### src/rtl/stage_write_arb.sv
// Purpose: merges in-order pipeline writeback with buffered multdiv completions onto one regfile write port.
// Latency: 1 cycle from pipeline input, or from FIFO pop, to the registered write outputs.
// Backpressure: md_ready drops when the FIFO is full; the pipeline is never stalled and always wins the port.
//
// Ports:
//   clock, reset                  rising-edge clock, asynchronous active-low reset
//   pipe_valid/insn/o/d/exception writeback-stage instruction, ALU/PC+1 result, dmem data, exception flag
//   md_valid/rd/data/exception    multdiv completion strobe, destination, result/status, exception flag
//   md_ready                      FIFO has room (current occupancy only)
//   data_writeReg/ctrl_writeReg/ctrl_writeEnable  registered regfile write port
//   q_count                       FIFO occupancy, squashed entries included
module stage_write_arb #(
    parameter int DATA_W = 32,
    parameter int REG_AW = 5,
    parameter int QDEPTH = 4
) (
    input  logic                         clock,
    input  logic                         reset,
    input  logic                         pipe_valid,
    input  logic [31:0]                  pipe_insn,
    input  logic [DATA_W-1:0]            pipe_o,
    input  logic [DATA_W-1:0]            pipe_d,
    input  logic                         pipe_exception,
    input  logic                         md_valid,
    input  logic [REG_AW-1:0]            md_rd,
    input  logic [DATA_W-1:0]            md_data,
    input  logic                         md_exception,
    output logic                         md_ready,
    output logic [DATA_W-1:0]            data_writeReg,
    output logic [REG_AW-1:0]            ctrl_writeReg,
    output logic                         ctrl_writeEnable,
    output logic [$clog2(QDEPTH+1)-1:0]  q_count
);

    localparam int CW = $clog2(QDEPTH + 1);
    localparam int PW = $clog2(QDEPTH);

    localparam logic [REG_AW-1:0] REG_LINK    = REG_AW'(31);
    localparam logic [REG_AW-1:0] REG_RSTATUS = REG_AW'(30);

    localparam logic [4:0] OP_RTYPE = 5'b00000;
    localparam logic [4:0] OP_ADDI  = 5'b00101;
    localparam logic [4:0] OP_LW    = 5'b01000;
    localparam logic [4:0] OP_JAL   = 5'b00011;
    localparam logic [4:0] OP_SETX  = 5'b10101;

    // FIFO storage; q_vld is cleared by reset and by WAW squash, payload needs no reset
    logic [REG_AW-1:0] q_dest [QDEPTH];
    logic [DATA_W-1:0] q_data [QDEPTH];
    logic [QDEPTH-1:0] q_vld;
    logic [PW-1:0]     rd_ptr;
    logic [PW-1:0]     wr_ptr;

    logic [4:0]        opcode;
    logic [REG_AW-1:0] pipe_rd;
    logic              is_jal;
    logic              is_lw;
    logic              is_setx;
    logic              op_writes;
    logic [REG_AW-1:0] pipe_dest;
    logic [DATA_W-1:0] pipe_wdata;
    logic              pipe_we;

    logic [REG_AW-1:0] md_dest;
    logic              push;
    logic              push_vld;
    logic              pop;
    logic              head_vld;

    // ALU op and immediate fields do not affect writeback routing
    logic unused_insn;
    assign unused_insn = ^pipe_insn[21:0];

    always_comb begin
        opcode     = pipe_insn[31:27];
        pipe_rd    = REG_AW'(pipe_insn[26:22]);
        is_jal     = (opcode == OP_JAL);
        is_lw      = (opcode == OP_LW);
        is_setx    = (opcode == OP_SETX);
        op_writes  = (opcode == OP_RTYPE) || (opcode == OP_ADDI) || is_lw || is_jal || is_setx;
        pipe_dest  = is_jal ? REG_LINK : ((pipe_exception || is_setx) ? REG_RSTATUS : pipe_rd);
        pipe_wdata = is_lw ? pipe_d : pipe_o;
        pipe_we    = pipe_valid && op_writes && (pipe_dest != '0);
    end

    always_comb begin
        md_ready = (q_count < CW'(QDEPTH));
        md_dest  = md_exception ? REG_RSTATUS : md_rd;
        // writes to r0 carry nothing worth keeping, so they never take a slot
        push     = md_valid && md_ready && (md_exception || (md_rd != '0));
        // a same-cycle pipeline write to the same register is newer in program order
        push_vld = !(pipe_we && (pipe_dest == md_dest));
        pop      = !pipe_we && (q_count != '0);
        head_vld = q_vld[rd_ptr];
    end

    always_ff @(posedge clock or negedge reset) begin
        if (!reset) begin
            rd_ptr  <= '0;
            wr_ptr  <= '0;
            q_count <= '0;
            q_vld   <= '0;
        end else begin
            for (int i = 0; i < QDEPTH; i++) begin
                if (pipe_we && q_vld[i] && (q_dest[i] == pipe_dest)) begin
                    q_vld[i] <= 1'b0;
                end
            end
            if (pop) begin
                q_vld[rd_ptr] <= 1'b0;
                rd_ptr        <= rd_ptr + PW'(1);
            end
            // push slot is never occupied (not full), so it cannot collide with the squash loop
            if (push) begin
                q_vld[wr_ptr] <= push_vld;
                wr_ptr        <= wr_ptr + PW'(1);
            end
            case ({push, pop})
                2'b10:   q_count <= q_count + CW'(1);
                2'b01:   q_count <= q_count - CW'(1);
                default: q_count <= q_count;
            endcase
        end
    end

    always_ff @(posedge clock) begin
        if (push) begin
            q_dest[wr_ptr] <= md_dest;
            q_data[wr_ptr] <= md_data;
        end
    end

    // A popped squashed entry burns the cycle: enable drops, address/data hold.
    always_ff @(posedge clock or negedge reset) begin
        if (!reset) begin
            ctrl_writeEnable <= 1'b0;
            ctrl_writeReg    <= '0;
            data_writeReg    <= '0;
        end else if (pipe_we) begin
            ctrl_writeEnable <= 1'b1;
            ctrl_writeReg    <= pipe_dest;
            data_writeReg    <= pipe_wdata;
        end else if (pop) begin
            ctrl_writeEnable <= head_vld;
            if (head_vld) begin
                ctrl_writeReg <= q_dest[rd_ptr];
                data_writeReg <= q_data[rd_ptr];
            end
        end else begin
            ctrl_writeEnable <= 1'b0;
        end
    end

endmodule

### config.mk
export PLATFORM = sky130hd
export DESIGN_NAME = stage_write_arb
export DESIGN_NICKNAME = d
export VERILOG_FILES = /design/src/rtl/stage_write_arb.sv
export SDC_FILE = /design/constraint.sdc
export NUM_CORES = 1
export LEC_CHECK = 0
export BUFFER_PORTS_ARGS = -buffer_cell sky130_fd_sc_hd__buf_2
export CORE_ASPECT_RATIO = 1.1
export CORE_MARGIN = 8
export CORE_UTILIZATION = 43
export CTS_CLUSTER_SIZE = 8
export DETAILED_ROUTE_END_ITERATION = 16
export PLACE_DENSITY = 0.61
export SKIP_LAST_GASP = 1
export SYNTH_ARGS = -nofsm -noshare
export SYNTH_HDL_FRONTEND = slang
export SYNTH_SLANG_ARGS = --single-unit
### constraint.sdc
create_clock -name clock -period 8.32 [get_ports clock]
set_input_delay 1.664 -clock clock [delete_from_list [all_inputs] [get_ports clock]]
set_output_delay 1.664 -clock clock [all_outputs]
set_load 0.01 [all_outputs]
# After elaboration in Yosys (flattened, before gate mapping)
# Memories as Yosys holds them, arrays and structs flattened.
# Cells that the tools add are included.
# word_totals
reg_bits,49
latch_bits,0
ram_bits,148
rom_bits,0
in_bits,139
out_inout_bits,42
elab_cells,91
n_memories,2
# op_classes
add_sub_neg,4
multipliers,0
n_div,0
magnitude_cmp,5
n_eq_ne,11
shift,0
mux,28
n_bitwise,2
reduce_logical,32
# memory_table
memory,words,width,rd,rd_clocked_by_memory_dff,wr,line_no,rtl
q_data,4,32,1,0,1,49,logic [DATA_W-1:0] q_data [QDEPTH];
q_dest,4,5,5,0,1,48,logic [REG_AW-1:0] q_dest [QDEPTH];
# op_table
operator,count
two-way mux 32 bit,4
two-way mux 5 bit,6
== test 5 bit,5
logical AND 1 bit,16
two-way mux 1 bit,11
nonzero test 5 bit,2
two-way mux 4 bit,2
logical OR 1 bit,6
"< comparator 2 x 3 -> 1 bit, second input constant",2
case mux 3 bit (2 select lines),1
nonzero test 2 bit,3
"== test 5 x 2 -> 1 bit, second input constant",1
"== test 5 x 3 -> 1 bit, second input constant",1
"== test 5 x 4 -> 1 bit, second input constant",1
"== test 5 bit, second input constant",1
zero test 5 bit,1
"adder 2 x 1 -> 2 bit, second input constant",2
bitwise AND 4 bit,1
bitwise mux 4 bit,1
demux 1 bit (select 2 bit),2
"greater-or-equal comparator 2 x 1 -> 1 bit, second input constant",2
inverter 4 bit,1
"adder 3 x 1 -> 3 bit, second input constant",1
"< comparator 3 bit, second input constant",1
7 further kinds,8

# Depth between registers and ports, before layout
# Gate-level depths: netlist (run 1).
# logic_depth
ltp_word,14
mapped_depth,13
mapped_depth_nobuf,11

# Worst setup path after synthesis (run 1)
# OpenSTA, ideal clock, no wires.
# synth_path
kind,in2reg
from,in pipe_insn[28]
to,reg q_count[2]
setup_ns,0.080
arrival_ns,3.925
required_time_ns,8.240
path_slack_ns,4.315
cell_stages,13
path_buffers,2
cell_sequence,or3b_4 -> a21oi_4 -> or3_1 -> buf_6 -> o21a_1 -> buf_6 -> a31oi_2 -> ha_1 -> inv_1 -> fa_1 -> xor2_1 -> nor2_1 -> xnor2_1
# synth_via
elab_chain_cells,11
word_cells_on_any_way,21
cone_classes,eq/ne (6); mux (3); reduce/logical (12)
# synth_lines
element,line_no,rtl
start: declaration,20,"input logic [31:0] pipe_insn,"
branches (longest 6 deep; another with == test 5 bit),-,
logical AND 1 bit *,83,pipe_we = pipe_valid && op_writes && (pipe_dest != '0);
zero test 1 bit *,93,pop = !pipe_we && (q_count != '0);
logical AND 1 bit *,93,
== test 2 x 1 -> 1 bit or == test 2 bit (tied branches),118,"case ({push, pop})"
case mux 3 bit (2 select lines) or nonzero test 2 bit (tied branches),-,
end signal: assignment,119,2'b10: q_count <= q_count + CW'(1);
end signal: assignment,120,2'b01: q_count <= q_count - CW'(1);
end signal: assignment,121,default: q_count <= q_count;
end: declaration,32,output logic [$clog2(QDEPTH+1)-1:0] q_count
# Every way passes the cells marked *.
# A chain may end at the register's enable or synchronous reset.

# Final worst setup path (run 1)
# layout_path
from,in pipe_insn[31]
to,reg q_vld[2]
# layout_via
elab_chain_cells,14
word_cells_on_any_way,28
cone_classes,eq/ne (6); mux (6); bitwise (1); reduce/logical (15)
# layout_lines
element,line_no,rtl
branches (longest 13 deep; another with == test 5 bit),-,
two-way mux 4 bit *,114,if (push) begin
end signal: indexed assignment,115,q_vld[wr_ptr] <= push_vld;
end: declaration,50,logic [QDEPTH-1:0] q_vld;
# Marked as above.

==> flow_metrics.py, run 1 <==
metrics = {
    "setup_path": {
        "crit_path_top_delay_cell": "buf_4",
        "crit_required_ns": 8.63,
        "arrival_ns": 4.48,
        "path_class": "input pin to register",
        "rr_worst_depth": 4,
        "r2r_setup_slack_ns": 5.58,
        "path_cells": "buf_2 > or3b_4 > a21oi_4 > or3_1 > o21a_2 > buf_4 > o2111ai_2 > a221o_1",
        "cp-start-kind": "input pin",
        "cp-end-kind": "register",
        "crit_fanout": 78,
        "crit_path_max_incr_delay_ns": 0.66,
    },
    "yosys": {
        "synth_cell_types": 51,
        "synthCells": 628,
        "yosysSeqAreaShare_pct": 63.2,
        "netlist_area_um2": 8980,
        "synth_fp_nets": 777,
        "avgSynthCellArea_um2": 14.3,
        "synth_warnings": 0,
        "ys_ff_latch": 197,
    },
    "global_route": {
        "grt_max_degree": 79,
        "grt_usage_pct": 17.7,
        "grt_overflow_total": 0,
        "grt_pass1_wl_um": 35300,
        "antenna_found_initial": 4,
        "grt_pass1_vias": 6469,
    },
    "die": {
        "fp.coreArea_um2": 20500,
        "start_util_pct": 43.8,
        "dieArea_um2": 25800,
        "die_h_um": 168,
        "rows": 55,
        "io_pins": 181,
        "chipWidth_um": 154,
    },
    "layout": {
        "nNetsFinal": 924,
        "fin_cells": 1046,
        "drive_above_1_share_pct": 32.7,
        "syn2layout_area_growth_pct": 17.7,
        "fin_util_pct": 51.5,
    },
    "placed_design": {
        "numPortBuffers": 158,
        "place_inst": 1012,
        "hpwlAfterDp_um": 14200,
        "gp_congestion": 0.860,
    },
    "clock_tree": {
        "clk_pin_slew_worst_paths_ns": 0.07,
        "clk_latency_ns": 0.43,
        "cts_hold_buf": 0,
        "cts_root_buffer": "clkbuf_16",
        "clockBufferDepth": 2,
        "cts_tree": "done",
        "cts_buffers": 17,
        "clock-sinks": 197,
        "cts_resized": 0,
        "h-tree-depth": 4,
        "post_cts_buffers": 0,
    },
    "timing": {
        "slew_viol_final": 0,
        "period_needed_ns": 4.17,
        "hold_viol": 0,
        "tightest_slew_ns": 1.00,
        "setup_viol": 0,
        "clock.fmax_mhz": 240,
        "rsz0062_at_grt": "false",
        "finalClockSkew_ns": 0.0127,
        "fin_crit_sh_pct": 50.2,
        "maxSlewHeadroom_pct": 33.1,
        "finalSetupTns_ns": 0,
    },
    "drt": {
        "vias": 6077,
        "drc": 0,
        "drt_iter0_drc": 354,
        "routed_via_density": 5.81,
        "ant_nets": 0,
        "wl_per_cell_um": 21.5,
        "first_pass_iters": 5,
        "drt-total-wl_um": 22500,
    },
    "run_status": {
        "outcome": "complete, no violations",
    },
    "power_and_ir_drop": {
        "irDropWorstVdd_uv": 172,
        "p_leak_nw": 4.08,
        "totalPowerFinal_mw": 3.44,
        "p_per_area_nw_per_um2": 325,
    },
    "hold_path": {
        "hold_class": "register to register",
        "hold_path_depth": 1,
    },
    "flow_run": {
        "maxCapViolCount": 0,
    },
}
-- cell usage after synthesis (all sizes together) --
cell	n	area (µm²)
a221o	4	40.0
o32ai	1	8.76
xnor2	6	52.6
o31ai	4	30.0
nand3	3	15.0
edfxtp	148	4440
and4bb	1	12.5
o21ai	12	60.1
inv	13	48.8
o21a	4	30.0
a21boi	4	30.0
nor4b	1	8.76
buf	17	123
clkbuf	24	90.1
a21oi	8	51.3
nor3b	1	7.51
a221oi	4	35.0
nor4	2	18.8
a22o	4	35.0
nor2b	3	18.8
mux2i	5	50.1
nor3	15	75.1
dfrtp	49	1230
and3b	1	8.76
or3	1	6.26
a31oi	34	219
o2111ai	1	15.0
nor2	9	33.8
fa	1	20.0
mux4	38	856
and2	4	25.0
nand3b	5	37.5
a2111oi	1	8.76
xor2	2	17.5
ha	9	113
a211oi	39	293
or2b	1	7.51
mux2	5	71.3
o211ai	13	97.6
nand2	75	282
nand2b	17	106
or3b	1	11.3
and3	38	238
-- critical path: cells and delay by family --
family	cells	cell delay [ns]
and+or+nand+nor	2	0.78
AOI/OAI and AO/OA	4	1.21
buffers and inverters	2	0.80
-- placed cells by master, fill, tap and decap left out, types with 5 or more instances in the layout --
master / Yosys / layout
buf_2: 8 / 158
edfxtp_1: 148 / 148
nand2_1: 75 / 74
dfrtp_1: 49 / 47
a211oi_1: 39 / 39
and3_1: 38 / 38
mux4_2: 38 / 38
a31oi_1: 33 / 33
nand2b_1: 17 / 17
clkbuf_16: 0 / 17
nor3_1: 15 / 15
inv_1: 13 / 13
o211ai_1: 13 / 13
buf_4: 1 / 11
o21ai_0: 10 / 10
nor2_1: 9 / 9
ha_1: 9 / 9
a21oi_1: 7 / 7
xnor2_1: 6 / 6
nand3b_1: 5 / 5
mux2i_1: 5 / 5
-- sequential cells by signal, summed over array words and instances, names as in the netlist --
signal	flops
ctrl_writeEnable	1
ctrl_writeReg	5
data_writeReg	32
q_count	3
q_data	128
q_dest	20
q_vld	4
rd_ptr	2
wr_ptr	2
-- power by group --
group          leakage [nW]  switching [mW]  internal, mW
registers              1.92          0.0947          1.30
clock network         0.295           0.385         0.428
logic                  1.86           0.679         0.554
total                  4.08            1.16          2.28
-- per-layer routing --
metal  share of wire, %  vias to the layer above  GRT usage, %
met1                 41                     3011          21.2
met5              0.098                        -             0
met4                2.0                        4          6.48
met2                 50                      262          30.3
li1                   -                     2760             -
met3                6.6                       40          4.43
-- kinds of logic (layout without fill, tap and decap cells) --
kind of cell             Yosys count  in the layout  synth area share, %
AND/OR/NAND/NOR                  178            178                 10.2
flip-flops                       197            197                 63.2
adder cells (fa/ha/maj)           10             10                 1.48
XOR/XNOR                           8              8                0.781
multiplexers                      48             48                 10.9
buffers and inverters             54            214                 2.91
AO/OA/AOI/OAI                    133            133                 10.6
other                              0              2                    0
-- metrics by stage --
stage / hold WS [ns] / area, µm² / setup WS, ns
floorplan: 0.496 / 8980 / 4.31
CTS: 0.522 / 10600 / 4.18
global placement: 0.488 / 9970 / 3.79
global route: 0.533 / 10600 / 3.96
finish: 0.510 / 10600 / 4.15
detailed placement: 0.501 / 9970 / 3.72
-- area by class of cell --
cell class	instances	area, µm²
tap	256	320
multi-input combinational	377	3050
clock buffer	17	425
antenna	2	5.00
fill	1757	9940
inverter	13	48.8
clock inverter	15	169
sequential	197	5670
timing repair buffer	169	873
-- final timing paths --
check,start,end
hold / removal,q_count[0],q_count[0]
max in group asynchronous,reset,rd_ptr[0]
min in group asynchronous,reset,data_writeReg[14]
setup reg to reg,rd_ptr[0],data_writeReg[13]
hold reg to reg,q_count[0],q_count[0]
setup / recovery,pipe_insn[31],q_vld[2]
Note: power is estimated with default switching activity, not from simulation.
==> inputs of run 2 (changes only) <==
ABC_AREA = 1   (was not set)
PLACE_DENSITY = 0.63   (was 0.61)
clock period = 3.53 ns   (was 8.32 ns; I/O delays follow)
==> run 2 against run 1 <==
Clock skew about the same. Count of clock-buffer cells in the layout increased by 2. Global-route usage down 1.0 points. Register-to-register slack lost 4.6 ns. Worst hold slack worse by 0.22 ns. Synthesized area rose by 0.50%.
==> flow_metrics.py, run 2 <==
metrics = {
    "yosys": {
        "synth_top_area_share_pct": 49.3,
        "yosys-top-cells-area": "edfxtp_1 49%, dfrtp_1 14%, nand2_1 9.7%, mux2_2 4.0%, o21ai_0 3.9%",
        "synth_edf_count": 148,
        "synth-simple-area-share_pct": 15.1,
        "synth_top_family_by_area": "simple AND/OR/NAND/NOR gates",
        "yosysSeqAreaShare_pct": 62.8,
        "synth_warnings": 0,
        "netlist_area_um2": 9020,
        "synthCells": 839,
        "synth_mux_area_share_pct": 3.99,
        "yosysTopAreaCell": "edfxtp_1",
        "synth_fp_nets": 988,
        "synth_xor_area_share_pct": 0.485,
        "ys_top_cells_by_count": "233 x nand2_1, 148 x edfxtp_1, 70 x o21ai_0",
        "synthAdderAreaFrac_pct": 1.47,
        "avgSynthCellArea_um2": 10.8,
        "yosys_most_used_dff": "edfxtp_1",
        "ys_async_sr_fraction_pct": 24.9,
        "synth_compound_area_share_pct": 11.3,
        "synth_cell_types": 33,
        "ys_ff_latch": 197,
        "synth_most_common_cell": "nand2_1",
    },
    "layout": {
        "top_regs": "q_data x128, data_writeReg x32, q_dest x20",
        "nNetsFinal": 1137,
        "syn2layout_area_growth_pct": 18.2,
        "drive_above_1_share_pct": 26.0,
        "largest_reg_flops": 128,
        "layout_common_cells": "233 x nand2_1, 158 x buf_2, 148 x edfxtp_1",
        "layout_commonest_cell": "nand2_1",
        "fin_util_pct": 51.8,
        "antenna_cells": 0,
        "regMostFlops": "q_data",
    },
    "drt": {
        "routed_via_density": 5.16,
        "vias": 6492,
        "wl_per_cell_um": 17.1,
        "drt-total-wl_um": 21500,
        "drc": 0,
        "drt_iter0_drc": 516,
        "first_pass_iters": 5,
        "ant_nets": 0,
    },
    "timing": {
        "period_needed_ns": 2.80,
        "hold_viol": 0,
        "finalSetupTns_ns": 0,
        "setup_viol": 0,
        "fin_crit_sh_pct": 79.3,
        "rsz0062_at_grt": "false",
        "clock.fmax_mhz": 357,
        "slew_viol_final": 0,
        "finalClockSkew_ns": 0.0129,
        "tightest_slew_ns": 1.02,
        "maxSlewHeadroom_pct": 32.2,
    },
    "run_status": {
        "outcome": "complete, no violations",
    },
    "setup_path": {
        "crit_fanout": 12,
        "cp-end-kind": "register",
        "arrival_ns": 3.10,
        "r2r_setup_slack_ns": 0.99,
        "cp-start-kind": "input pin",
        "setup.worst_path.start": "pipe_insn[28]",
        "r2r-start": "rd_ptr[0]",
        "path_class": "input pin to register",
        "crit_required_ns": 3.83,
    },
    "placed_design": {
        "gp_congestion": 0.891,
        "hpwlAfterDp_um": 13700,
        "numPortBuffers": 158,
    },
    "clock_tree": {
        "cts_tree": "done",
        "clockBufferDepth": 2,
        "cts_resized": 0,
        "cts_root_buffer": "clkbuf_16",
        "clock-sinks": 197,
        "cts_hold_buf": 0,
        "clk_latency_ns": 0.43,
        "h-tree-depth": 4,
        "cts_buffers": 17,
        "clk_pin_slew_worst_paths_ns": 0.07,
        "post_cts_buffers": 0,
    },
    "die": {
        "start_util_pct": 43.8,
        "chipWidth_um": 154,
        "fp.coreArea_um2": 20600,
        "dieArea_um2": 25900,
        "io_pins": 181,
        "die_h_um": 168,
        "rows": 55,
    },
    "global_route": {
        "antenna_found_initial": 1,
        "grt_max_degree": 72,
        "grt_pass1_vias": 6586,
        "grt_usage_pct": 16.7,
        "grt_pass1_wl_um": 33900,
        "grt_overflow_total": 0,
    },
    "power_and_ir_drop": {
        "p_per_area_nw_per_um2": 781,
        "p_leak_nw": 4.55,
        "irDropWorstVdd_uv": 430,
        "totalPowerFinal_mw": 8.33,
    },
    "hold_path": {
        "hold_class": "input pin to async pin",
    },
    "flow_run": {
        "maxCapViolCount": 0,
    },
}
-- run 2: cell types whose count changed in the layout (fill, tap and decap cells not counted), sizes merged, moves of 38 or more --
| cell | previous run | this run |
|---|---|---|
| mux4 | 38 | 0 |
| o21ai | 12 | 89 |
| nand3 | 3 | 48 |
| a21oi | 8 | 49 |
| nand2 | 75 | 238 |
| a211oi | 39 | 0 |
| inv | 19 | 60 |
| and3 | 38 | 0 |
-- run 2: power breakdown --
| part | internal [mW] | switching (mW) |
|---|---|---|
| registers | 3.07 | 0.205 |
| logic | 1.06 | 1.99 |
| clock network | 1.13 | 0.877 |
-- run 2: worst max-delay path, cell delays in order --
cell     delay [ns]
buf_2          0.12
nor2_2         0.17
nand3_4        0.20
nand2_4        0.14
nand2_2        0.11
nor2_1         0.16
nand2_1        0.10
nand2_4        0.13
nand2_1        0.10
inv_1          0.13
ha_1           0.16
inv_1          0.06
fa_1           0.38
a21oi_1        0.14
o21ai_0        0.12
xor2_1         0.15
-- run 2: kinds of logic (layout without fill, tap and decap cells) --
group | Yosys count | in the layout
fa+ha+maj | 10 | 10
xor+xnor | 5 | 5
simple gates | 324 | 324
flops | 197 | 197
mux | 32 | 32
compound gates | 171 | 171
buf+inv | 100 | 262
-- run 2: path summary, 6_finish.rpt --
kind | endpoint | cells after the start
max in group asynchronous | rd_ptr[0] | 2
min in group clock | ctrl_writeReg[1] | 2
worst max register to register | data_writeReg[12] | 8
worst min-delay path | data_writeReg[15] | 1
worst max-delay path | q_count[2] | 16
worst min register to register | ctrl_writeReg[1] | 2
-- run 2: cell type report --
type                       instances  area [µm²]
fill                            1800        9910
timing repair buffer             173         903
multi-input combinational        542        2920
sequential                       197        5670
clock buffer                      19         464
clock inverter                    13         163
tap                              256         320
inverter                          57         219
-- run 2: metal layers --
metal / global-route usage, % / up-vias / part of all wire, %
met3: 4.66 / 22 / 6.2
li1: - / 3230 / -
met2: 27.7 / 192 / 48
met1: 20.7 / 3046 / 44
met5: 0 / - / 0.046
met4: 5.16 / 2 / 1.6
-- run 2: through the flow --
stage,instances,cell area (µm²),hold slack [ns],setup WS [ns]
6_report,1257,10700,0.295,0.732
3_3_place_gp,1225,10000,0.454,0.343
3_5_place_dp,1225,10000,0.460,0.316
5_1_grt,1257,10700,0.329,0.502
2_1_floorplan,839,9020,0.410,0.845
4_1_cts,1257,10700,0.311,0.757
